$ cat src/rtl/dmem_access_unit.sv
// rtl/dmem_access_unit.sv - sequential load/store front-end between execute and data memory
//
// Purpose:
//   Latches the execute-stage address and store operand and runs one
//   valid/ready request to data memory. The pipeline stalls while the access
//   is outstanding. A one-cycle load_valid pulse (with err) reports the result.
//   A bounded wait counter aborts the access with err if memory never answers.
//
// Optional feature macro: DMEM_ALIGN_CHECK_EN
//   defined   : a legal start with addr[1:0] != 0 is rejected (err, no request)
//   undefined : no check; dmem_addr is silently word-aligned
//
// Parameters:
//   TIMEOUT      maximum REQ cycles before the access is aborted (1..255)
//
// Ports:
//   clk, rst     rising-edge clock, synchronous active-high reset
//   mem_read     load request from execute (level, sampled in IDLE)
//   mem_write    store request from execute (level, sampled in IDLE)
//   addr         byte address (ALU result)
//   wdata        store data (register-B operand)
//   dmem_valid   request valid to data memory
//   dmem_we      1 = write, 0 = read (only meaningful with dmem_valid)
//   dmem_addr    latched, word-aligned address
//   dmem_wdata   latched store data
//   dmem_ready   memory accepts/completes the request
//   dmem_rdata   read data, valid with dmem_ready
//   stall        freeze upstream stages (combinational)
//   load_data    captured read data, held until the next DONE
//   load_valid   one-cycle pulse: access finished
//   err          one-cycle pulse with load_valid: access failed

module dmem_access_unit #(
  parameter int unsigned TIMEOUT = 15
) (
  input  logic        clk,
  input  logic        rst,
  input  logic        mem_read,
  input  logic        mem_write,
  input  logic [31:0] addr,
  input  logic [31:0] wdata,
  output logic        dmem_valid,
  output logic        dmem_we,
  output logic [31:0] dmem_addr,
  output logic [31:0] dmem_wdata,
  input  logic        dmem_ready,
  input  logic [31:0] dmem_rdata,
  output logic        stall,
  output logic [31:0] load_data,
  output logic        load_valid,
  output logic        err
);

  localparam logic [1:0] S_IDLE = 2'd0;
  localparam logic [1:0] S_REQ  = 2'd1;
  localparam logic [1:0] S_DONE = 2'd2;

  localparam logic [7:0] TIMEOUT_C = 8'(TIMEOUT);

  logic [1:0]  state;
  logic [7:0]  wait_cnt;
  logic [7:0]  cnt_inc;
  logic [29:0] addr_q;      // only the word address is ever presented
  logic [31:0] wdata_q;
  logic        we_q;
  logic        err_q;
  logic [31:0] load_data_q;

  logic start;
  logic illegal;
  logic misalign;

  assign start   = mem_read ^ mem_write;
  assign illegal = mem_read & mem_write;

`ifdef DMEM_ALIGN_CHECK_EN
  assign misalign = (addr[1:0] != 2'b00);
`else
  logic addr_lo_unused;
  assign misalign       = 1'b0;
  assign addr_lo_unused = ^addr[1:0];
`endif

  // Counter saturates rather than wrapping; with TIMEOUT <= 255 the abort
  // always fires before saturation, this only guards odd parameterisations.
  assign cnt_inc = (wait_cnt == 8'hFF) ? 8'hFF : wait_cnt + 8'd1;

  always_ff @(posedge clk) begin
    if (rst) begin
      state       <= S_IDLE;
      wait_cnt    <= 8'd0;
      addr_q      <= 30'd0;
      wdata_q     <= 32'd0;
      we_q        <= 1'b0;
      err_q       <= 1'b0;
      load_data_q <= 32'd0;
    end else begin
      case (state)
        S_IDLE: begin
          if (illegal || (start && misalign)) begin
            // Rejected request: nothing is latched, report failure directly.
            err_q       <= 1'b1;
            load_data_q <= 32'd0;
            state       <= S_DONE;
          end else if (start) begin
            addr_q   <= addr[31:2];
            wdata_q  <= wdata;
            we_q     <= mem_write;
            wait_cnt <= 8'd0;
            state    <= S_REQ;
          end
        end

        S_REQ: begin
          if (dmem_ready) begin
            // A response in the final allowed cycle still wins over timeout.
            load_data_q <= we_q ? 32'd0 : dmem_rdata;
            err_q       <= 1'b0;
            state       <= S_DONE;
          end else begin
            wait_cnt <= cnt_inc;
            if (cnt_inc == TIMEOUT_C) begin
              load_data_q <= 32'd0;
              err_q       <= 1'b1;
              state       <= S_DONE;
            end
          end
        end

        S_DONE: begin
          state <= S_IDLE;
        end

        default: begin
          state <= S_IDLE;
        end
      endcase
    end
  end

  assign dmem_valid = (state == S_REQ);
  assign dmem_we    = (state == S_REQ) & we_q;
  assign dmem_addr  = {addr_q, 2'b00};
  assign dmem_wdata = wdata_q;
  assign stall      = ((state == S_IDLE) & (mem_read | mem_write)) | (state == S_REQ);
  assign load_data  = load_data_q;
  assign load_valid = (state == S_DONE);
  assign err        = (state == S_DONE) & err_q;

endmodule

$ cat config.mk
export PLATFORM = sky130hd
export DESIGN_NAME = dmem_access_unit
export DESIGN_NICKNAME = d
export VERILOG_FILES = /design/src/rtl/dmem_access_unit.sv
export SDC_FILE = /design/constraint.sdc
export NUM_CORES = 1
export LEC_CHECK = 0
export ABC_AREA = 1
export CAP_MARGIN = 20
export CORE_MARGIN = 5
export CORE_UTILIZATION = 41
export CTS_CLUSTER_DIAMETER = 120
export CTS_CLUSTER_SIZE = 16
export DETAILED_ROUTE_END_ITERATION = 7
export GPL_TIMING_DRIVEN = 1
export PLACE_DENSITY = 0.88
export SLEW_MARGIN = 20
export SYNTH_ARGS = -nofsm -noshare
export SYNTH_HDL_FRONTEND = slang
export SYNTH_SLANG_ARGS = --single-unit
$ cat constraint.sdc
create_clock -name clk -period 2.38 [get_ports clk]
set_input_delay 0.476 -clock clk [delete_from_list [all_inputs] [get_ports clk]]
set_output_delay 0.476 -clock clk [all_outputs]
set_load 0.02 [all_outputs]
==> results of run 1 <==
[metal layers]
layer  vias to the layer above  global-route usage (%)
met4                         0                    5.77
met3                        12                    8.06
met5                         -                       0
met1                      1971                    21.6
li1                       2276                       -
met2                       154                    30.8
[worst register-to-register path, delay by kind of cell (launching register included)]
kind / cells / cell delay [ns]
flip-flops: 1 / 0.44
AND/OR/NAND/NOR: 11 / 1.10
buffers and inverters: 1 / 0.26
adder cells (fa/ha/maj): 1 / 0.26
[repair_timing]
| action | CTS | global route |
|---|---|---|
| resized for setup | 2 | 0 |
| pin swaps | 0 | 0 |
| hold endpoints to repair | 0 | 0 |
| endpoints found under the setup margin | 2 | 20 |
| gates cloned | 0 | 1 |
[power groups by stage]
stage               sequential (mW)  combinational, mW  clock (mW)
floorplan                      2.38              0.573           0
global placement               2.13               1.51           0
detailed placement             2.14               1.53           0
CTS                            2.10               1.53        1.29
global route                   2.13               1.67        1.36
finish                         2.10               1.52        1.24
[cell usage in the layout, fill, tap and decap left out, types with 3 or more instances in the layout]
| cell | count |
|---|---|
| a21oi_1 | 26 |
| nor2_1 | 165 |
| o21ai_0 | 64 |
| clkbuf_8 | 9 |
| a21oi_2 | 19 |
| ha_1 | 3 |
| nand2_2 | 4 |
| nand2_1 | 100 |
| buf_4 | 9 |
| nand3_1 | 42 |
| inv_1 | 18 |
| clkdlybuf4s50_1 | 195 |
| dfxtp_1 | 106 |
| buf_12 | 3 |
[stage by stage]
stage	setup TNS, ns	area (um^2)	util (%)
detailed placement	-0.0906	6450	61.9
global route	0	6700	64.3
global placement	-0.0610	6450	61.9
finish	0	6700	64.3
CTS	0	6670	64.0
floorplan	0	4400	-
[flip-flops by register name (all words and copies together), names as in the netlist]
signal and count:
state 2, dmem_wdata 32, err_q 1, load_data 32
addr_q 30, we_q 1, wait_cnt 8
[layout make-up]
class	count	area, um^2	share of cell area (%)
multi-input combinational	436	1980	29.6
sequential	106	2120	31.7
tap	136	170	2.54
clock inverter	6	97.6	1.46
clock buffer	10	128	1.91
inverter	20	75.1	1.12
timing repair buffer	210	2120	31.7
[how the worst min path moves through the flow]
stage | from | slack (ns) | endpoint
final | err_q | 0.46 | err_q
after CTS | err_q | 0.47 | err_q
after global routing | err_q | 0.50 | err_q
after floorplan | err_q | 0.43 | err_q
after detailed placement | err_q | 0.45 | err_q
after global placement | err_q | 0.44 | err_q
[logic make-up after synthesis]
| logic type | Yosys count |
|---|---|
| AOI/OAI and AO/OA | 113 |
| xor gates and xnor gates | 1 |
| adders and majority gates | 3 |
| buffers and inverters | 64 |
| DFF | 106 |
| other | 1 |
| and+or+nand+nor | 317 |
==> run metrics, run 1 <==
status finished clean; largest family of logic cells by synthesized area simple AND/OR/NAND/NOR gates; DRT Pass-1 Iters 4; Post-route DRC 0; xor/xnor cell area share of the yosys netlist less than 1%; delay-heaviest family, CP buffers and inverters; Synth Area in Adders less than 1%; CTS H-tree depth 3; Worst Skew 0.0143 ns; EDFF count, synth 0; fmax 0.455 GHz; library cells used by synthesis 27; die height 114 um; setup ws final between 0.15 and 0.2 ns; Yosys top cell area share 48.2%; Final Net Count 887; placeable core region 10400 um^2; input/output buffers 197; non-filler cells in the finished layout 924; layout cells sized above 1 7.23%; Critical path destination dmem_valid; gr ovfl total 0; Buf+Inv Stages, Crit Path 2; gpl congestion 0.859; Synth Register Bits 106; cell count along the critical path 3; CP peak stage delay around 0.67 ns; arrival time of the worst setup path 1.72 ns; ys flop type dfxtp_1; Die Width 114 um; clock sinks between 100 and 150; async set-reset flop share out of synthesis 0%; Final setup viols 0; dpl hpwl 8720 um; Syn. warnings 0; met1 WL 5040 um; Hold WS 0.463 ns; routed len/inst 13.6 um; worst flop-to-flop path startpoint wait_cnt[0]; Met2 Routed Length about 5900 um; crit-path max FO 4; Max VDD drop 0.386 mV; Critical Path End Type primary output; root cell of the clock tree clkbuf_8; Post-Synthesis Cell Area 4400 um^2; total power 4.86 mW; combinational power share between 30% and 40%; vias in the first global route 4146; worst r2r path cells 13; DR vias/cell 4.78; Synth Instances between 600 and 700; reg-to-reg setup timing slack 0.22 ns; fill count 868; GRT Resource Usage Total between 15 and 20%; power per cell area 726 nW/um^2; worst min-delay path category reg2reg; Leakage 2.66 nW; hold depth 2; syn_area_per_cell 7.27 um^2; post-synthesis compound-gate area fraction 14.6%; post-synthesis sequential area ratio between 40 and 50%; worst-margin pin slew 0.643 ns; maxcap violations 0; Initial Util 42.2%; Antenna Nets Post-Route 0; CP startpoint kind flip-flop; Simple-Gate Fraction of Synth Area 28.8%; die area 12900 um^2; Switching Share 31.8%; via count 4413; global-route wire length before repair 19700 um; Tcrit/Tclk final between 90% and 100%; unrepaired setup endpoints after global routing false; pre-CTS setup slack -0.0906 ns; area grow syn2layout 52.2%; largest net degree at the start of global routing 67; drt total wl 12500 um; Post-Place Cells 907; sequential share of power approximately 43%; # diodes 0; CTS tree yes; Slew headroom 57.2%; crit path time final between 2 and 2.5 ns; clock transition at the registers of the reported paths 0.11 ns; post-synthesis mux area share 0%; initial drt markers 341; CTS Buf Count 9; uppermost layer routed met4; Setup crit start state[0]; Crit path required time approximately 1.9 ns; placement row count 37; Slowest cell on crit path clkdlybuf4s50_1; Clock power frac 25.5%; CP Cell Sequence inv_1 > nor2_1 > clkdlybuf4s50_1; met3 wire length 1450 um; WS Path Type reg2out; cell internal pwr around 3.3 mW; Reg-to-Reg End load_data[27]; post-synth top area cell dfxtp_1; clk buf depth 2; Area contributors post-synth dfxtp_1, nor2_1, nand2_1; Hold Vio Cnt, Final 0; cts hold-fix bufs 0; P_sw approximately 1.5 mW; initial antenna violation count 0; Slew Viols, Final 0; setup bufs post-CTS 0; count leader, synth nor2_1; top cells by count, synth nor2_1, dfxtp_1, nand2_1, o21ai_0, nand3_1; Top Ports 202; Worst-Skew Late Latency approximately 0.36 ns
Note: power is estimated with default switching activity, not from simulation.
==> inputs of run 2 (changes only) <==
--- a/config.mk
+++ b/config.mk
@@ -9,11 +9,10 @@
 export CAP_MARGIN = 20
 export CORE_MARGIN = 5
 export CORE_UTILIZATION = 41
-export CTS_CLUSTER_DIAMETER = 120
 export CTS_CLUSTER_SIZE = 16
 export DETAILED_ROUTE_END_ITERATION = 7
 export GPL_TIMING_DRIVEN = 1
-export PLACE_DENSITY = 0.88
+export PLACE_DENSITY = 0.89
 export SLEW_MARGIN = 20
 export SYNTH_ARGS = -nofsm -noshare
 export SYNTH_HDL_FRONTEND = slang
==> run 2 against run 1 <==
Net effect:
- combinational power about the same
- via count decreased by 0.59%
- sequential power about the same
- wire length decreased by 1.4%
- critical path type is now in2out
==> run metrics, run 2 (synthesis gave the netlist of run 1 again) <==
status finished clean; Hold Vio Cnt, Final 0 (unchanged); Worst Skew 0.0151 ns (+0.000806 ns); gpl congestion 0.827 (-3.7%); fmax 0.451 GHz (-0.81%); non-filler cells in the finished layout 925 (+0.11%); dpl hpwl 8820 um (+1.1%); CTS tree yes; clk buf depth 2 (unchanged); setup bufs post-CTS 0 (unchanged); placement row count 37 (unchanged); worst min-delay path category reg2reg; initial drt markers 246 (-28%); input/output buffers 197 (unchanged); drt total wl 12400 um (-1.4%); via count 4387 (-0.59%); GRT Resource Usage Total 18.1% (-0.43 points); Crit path required time 1.90 ns (about the same); die height 114 um (unchanged); DR vias/cell 4.74 (-0.70%); Antenna Nets Post-Route 0 (unchanged); met3 Use GR 10.3% (+2.2 points); Critical path destination stall; Tcrit/Tclk final 93.1% (+0.75 points); fill count 885 (+2.0%); power per cell area 707 nW/um^2 (-2.6%); Critical Path End Type primary output; cts hold-fix bufs 0 (unchanged); hold depth 2 (unchanged); Hold WS 0.468 ns (+0.00521 ns); CTS Buf Count 9 (unchanged); commonest non-fill, non-tap cell in the layout clkdlybuf4s50_1; Post-route DRC 0 (unchanged); root cell of the clock tree clkbuf_8; Max VDD drop 0.412 mV (+6.6%); gr ovfl total 0 (unchanged); Reg-to-Reg End load_data[25]; placeable core region 10400 um^2 (unchanged); met2 usage 30.7% (-0.039 points); area grow syn2layout 52.0%; worst flop-to-flop path startpoint wait_cnt[0]; largest net degree at the start of global routing 67 (unchanged); crit-path max FO 3 (-1); initial antenna violation count 1 (+1); fin util 64.2% (-0.072 points); worst r2r path cells 13 (unchanged); # diodes 0 (unchanged); Slew Viols, Final 0 (unchanged); Die Width 114 um (unchanged); crit path time final 2.22 ns (+0.0179 ns); total power 4.73 mW (-2.7%); routed len/inst 13.4 um (-1.5%); M1 GR Usage 19.8% (-1.7 points); Final setup viols 0 (unchanged); Leakage 2.67 nW (+0.34%); layout cells sized above 1 7.35% (+0.12 points); Top Ports 202 (unchanged); Setup crit start mem_write; CTS H-tree depth 3 (unchanged); die area 12900 um^2 (unchanged); clock transition at the registers of the reported paths 0.11 ns (about the same); vias in the first global route 4024 (-2.9%); global-route wire length before repair 19100 um (-3.2%); Top Usage Layer GRT met2; Post-Place Cells 908 (+0.11%); Worst-Skew Late Latency 0.38 ns (+0.02 ns); DRT Pass-1 Iters 4 (unchanged); CP startpoint kind input pin; arrival time of the worst setup path 1.74 ns (+0.02 ns); unrepaired setup endpoints after global routing false; clock sinks 106 (unchanged); commonest non-fill, non-tap cells in the layout clkdlybuf4s50_1, nor2_1, dfxtp_1, nand2_1, o21ai_0; TNS Setup 0 ns (unchanged); maxcap violations 0 (unchanged); Final Net Count 888 (+0.11%); WS Path Type in2out; Initial Util 42.2% (unchanged); reg-to-reg setup timing slack 0.23 ns (about the same)
[run 2: cell types whose count changed in the layout (fill, tap and decap cells not counted)]
cell / previous run / this run
inv_8: 1 / 0
buf_12: 3 / 4
nand2_2: 4 / 3
clkinv_2: 0 / 1
clkinv_4: 2 / 1
dlygate4sd2_1: 2 / 1
inv_6: 1 / 3
bufinv_16: 2 / 0
nand2_1: 100 / 101
clkinv_8: 0 / 2
clkbuf_1: 1 / 0
dlymetal6s2s_1: 0 / 1
[run 2: worst min-delay path by stage]
stage / endpoint / slack [ns] / start
finish: err_q / 0.47 / err_q
global route: err_q / 0.49 / err_q
CTS: err_q / 0.47 / err_q
detailed placement: err_q / 0.46 / err_q
global placement: err_q / 0.45 / err_q
floorplan: err_q / 0.43 / err_q
[run 2: power by group]
group | total, mW | leakage [nW] | switching, mW | internal (mW)
combinational | 1.54 | 1.70 | 0.805 | 0.731
sequential | 2.10 | 0.875 | 0.109 | 1.99
clock | 1.10 | 0.100 | 0.689 | 0.410
total | 4.73 | 2.67 | 1.60 | 3.13
[run 2: routing by layer]
| metal | share of wire, % | vias up |
|---|---|---|
| met4 | 0.60 | 2 |
| met3 | 13 | 8 |
| met5 | 0.15 | - |
| met1 | 39 | 1947 |
| met2 | 47 | 145 |
| li1 | - | 2285 |
[run 2: repair_timing]
action,4_1_cts,5_1_grt
endpoints found under the setup margin,1,5
resized for setup,1,1
cloned,0,1
pin swaps,0,0
[run 2: final cells by class]
cell class	instances	area, um^2	area share [%]
Multi-Input combinational cell	436	1980	29.6
Sequential cell	106	2120	31.7
Timing Repair Buffer	211	2150	32.1
Clock inverter	7	72.6	1.08
Inverter	20	75.1	1.12
Tap cell	136	170	2.54
Clock buffer	9	124	1.85
[run 2: worst max-delay path: stages]
cell,delay (ns)
clkdlybuf4s50_1,0.50
inv_1,0.05
ha_1,0.19
a21oi_1,0.13
dlygate4sd2_1,0.38
[run 2: stage by stage]
stage | setup slack, ns | cell area, um^2
6_report | 0.165 | 6690
5_1_grt | 0.0611 | 6690
4_1_cts | 0.0168 | 6660
3_5_place_dp | -0.117 | 6470
3_3_place_gp | -0.124 | 6470
2_1_floorplan | 0.580 | 4400
==> inputs of run 3 (changes only) <==
--- a/config.mk
+++ b/config.mk
@@ -8,11 +8,12 @@
 export ABC_AREA = 1
 export CAP_MARGIN = 20
 export CORE_MARGIN = 5
-export CORE_UTILIZATION = 41
+export CORE_UTILIZATION = 55
 export CTS_CLUSTER_SIZE = 16
 export DETAILED_ROUTE_END_ITERATION = 7
+export DONT_BUFFER_PORTS = 1
 export GPL_TIMING_DRIVEN = 1
-export PLACE_DENSITY = 0.89
+export PLACE_DENSITY = 0.79
 export SLEW_MARGIN = 20
 export SYNTH_ARGS = -nofsm -noshare
 export SYNTH_HDL_FRONTEND = slang
==> constraint.sdc (replaced) <==
create_clock -name clk -period 2.38 [get_ports clk]
set_input_delay 0.714 -clock clk [delete_from_list [all_inputs] [get_ports clk]]
set_output_delay 0.714 -clock clk [all_outputs]
set_load 0.02 [all_outputs]
==> run 3 against run 2 <==
Net effect:
- critical path depth is 1 lower
- utilization decreased by 4.4 points
- first-iteration DRC count decreased by 42%
- power fell by 13%
- largest power group unchanged
- clock power shrank 4%
- critical path type is now reg2out
- non-clock buffer count down 197
- register-to-register slack is essentially flat
- maximum frequency up 0.99%
- worst hold slack worse by 0.058 ns
- largest cell class is now sequential cells
==> run metrics, run 3 (synthesis gave the netlist of run 1 again) <==
uppermost layer routed met4; vias in the first global route 3473 (-14%); drt total wl 10500 um (-15%); dpl hpwl 7400 um (-16%); maxcap violations 0 (unchanged); CTS tree yes; Hold Vio Cnt, Final 0 (unchanged); setup bufs post-CTS 0 (unchanged); Slew Viols, Final 0 (unchanged); Worst-Skew Late Latency 0.36 ns (-0.02 ns); worst min-delay path category in2reg; clk buf depth 2 (unchanged); Slowest cell on crit path dfxtp_1; initial drt markers 143 (-42%); CP Cell Sequence inv_1 > nor2_1 > inv_1 > nor2_1; WS Path Type reg2out; Final setup viols 0 (unchanged); global-route wire length before repair 16500 um (-14%); area grow syn2layout 5.66%; unrepaired setup endpoints after global routing false; crit-path max FO 4 (+1); Final Net Count 691 (-22%); Antenna Nets Post-Route 0 (unchanged); Worst Skew 0.0120 ns (-0.00314 ns); gpl congestion 0.853 (+3.1%); die height 99.4 um (-12%); routed len/inst 15.1 um (+13%); GRT Resource Usage Total 20.2% (+2.1 points); via count 3766 (-14%); CP startpoint kind flip-flop; Tcrit/Tclk final 92.2% (-0.92 points); Post-DP Area 4440 um^2 (-31%); input/output buffers 0 (-100%); largest net degree at the start of global routing 67 (unchanged); crit path time final 2.19 ns (-0.0218 ns); worst-margin pin slew roughly 0.51 ns; Max VDD drop 0.474 mV (+15%); commonest non-fill, non-tap cells in the layout nor2_1, dfxtp_1, nand2_1, o21ai_0, nand3_1; # diodes 0 (unchanged); placement row count 32 (-14%); Post-Place Cells 677 (-25%); Critical Path End Type primary output; DR vias/cell 5.43 (+14%); Finished Cell Area 4650 um^2 (-31%); Hold WS 0.410 ns (-0.0582 ns); CTS H-tree depth 3 (unchanged); Initial Util 56.6% (+14 points); CTS Buf Count 9 (unchanged); TNS Setup 0 ns (unchanged); Slew headroom 66.0%; placeable core region 7770 um^2 (-25%); root cell of the clock tree clkbuf_8; layout cells sized above 1 9.63% (+2.3 points); arrival time of the worst setup path 1.48 ns (-0.26 ns); commonest non-fill, non-tap cell in the layout nor2_1; clock transition at the registers of the reported paths 0.11 ns (about the same); met3 wire length 1380 um (-12%); initial antenna violation count 0 (-1); status finished clean; Post-route DRC 0 (unchanged); DRT Pass-1 Iters 4 (unchanged); Top Ports 202 (unchanged); die area 9890 um^2 (-23%); Die Width 99.4 um (-12%); Crit path required time 1.67 ns (-0.23 ns); power per cell area 890 nW/um^2 (+26%); non-filler cells in the finished layout 694 (-25%); clock sinks 106 (unchanged); fmax 0.456 GHz (+0.99%); CP peak stage delay 0.39 ns (-0.11 ns); Met2 Routed Length 5060 um (-13%); gr ovfl total 0 (unchanged); Leakage 1.90 nW (-29%); met1 WL 3930 um (-19%)
run 3: changes by cell type in the layout (fill, tap and decap cells not counted), sizes merged:
cell	before	now
dlymetal6s2s	1	0
inv	23	25
clkbuf	10	11
dlygate4sd2	1	0
clkinvlp	0	1
clkdlybuf4s50	195	0
clkinv	4	0
run 3: repair_timing:
action,in CTS,in global routing
gates resized for setup,0,0
hold buffers,0,0
endpoints found under the setup margin,0,10
run 3: final timing paths:
path | from | endpoint | slack, ns | cells past startpoint
worst max-delay path | state[0] | dmem_we | 0.19 | 4
worst max register to register | wait_cnt[0] | state[0] | 0.23 | 13
worst min-delay path | rst | wait_cnt[3] | 0.41 | 1
worst min register to register | wait_cnt[7] | wait_cnt[7] | 0.47 | 2
run 3: worst max-delay path, delay by kind of cell (launching register included):
family / cells / cell delay, ns
DFF: 1 / 0.39
buffers and inverters: 2 / 0.20
and+or+nand+nor: 2 / 0.53
run 3: power breakdown:
part / leakage [nW] / switching, mW / internal [mW]
sequential: 0.875 / 0.409 / 1.99
combinational: 0.936 / 0.421 / 0.262
clock: 0.0917 / 0.647 / 0.408
run 3: routing by layer:
layer | vias up | global-route usage [%]
met1 | 1684 | 23.2
met3 | 12 | 9.26
li1 | 1890 | -
met5 | - | 0
met4 | 0 | 6.93
met2 | 180 | 33.2
run 3: stage by stage:
stage	util [%]	total power [mW]	worst slack (ns)
floorplan	-	2.96	0.347
global placement	57.2	3.09	0.293
detailed placement	57.2	3.12	0.207
CTS	59.5	4.16	0.197
global route	59.8	4.38	0.0635
finish	59.8	4.13	0.186
run 3: cell type report:
| class | instances | area [um^2] |
|---|---|---|
| Timing Repair Buffer | 14 | 160 |
| Clock buffer | 10 | 128 |
| Inverter | 20 | 75.1 |
| Clock inverter | 6 | 56.3 |
| Fill cell | 689 | 3120 |
| Tap cell | 102 | 128 |
| Multi-Input combinational cell | 436 | 1980 |
| Sequential cell | 106 | 2120 |
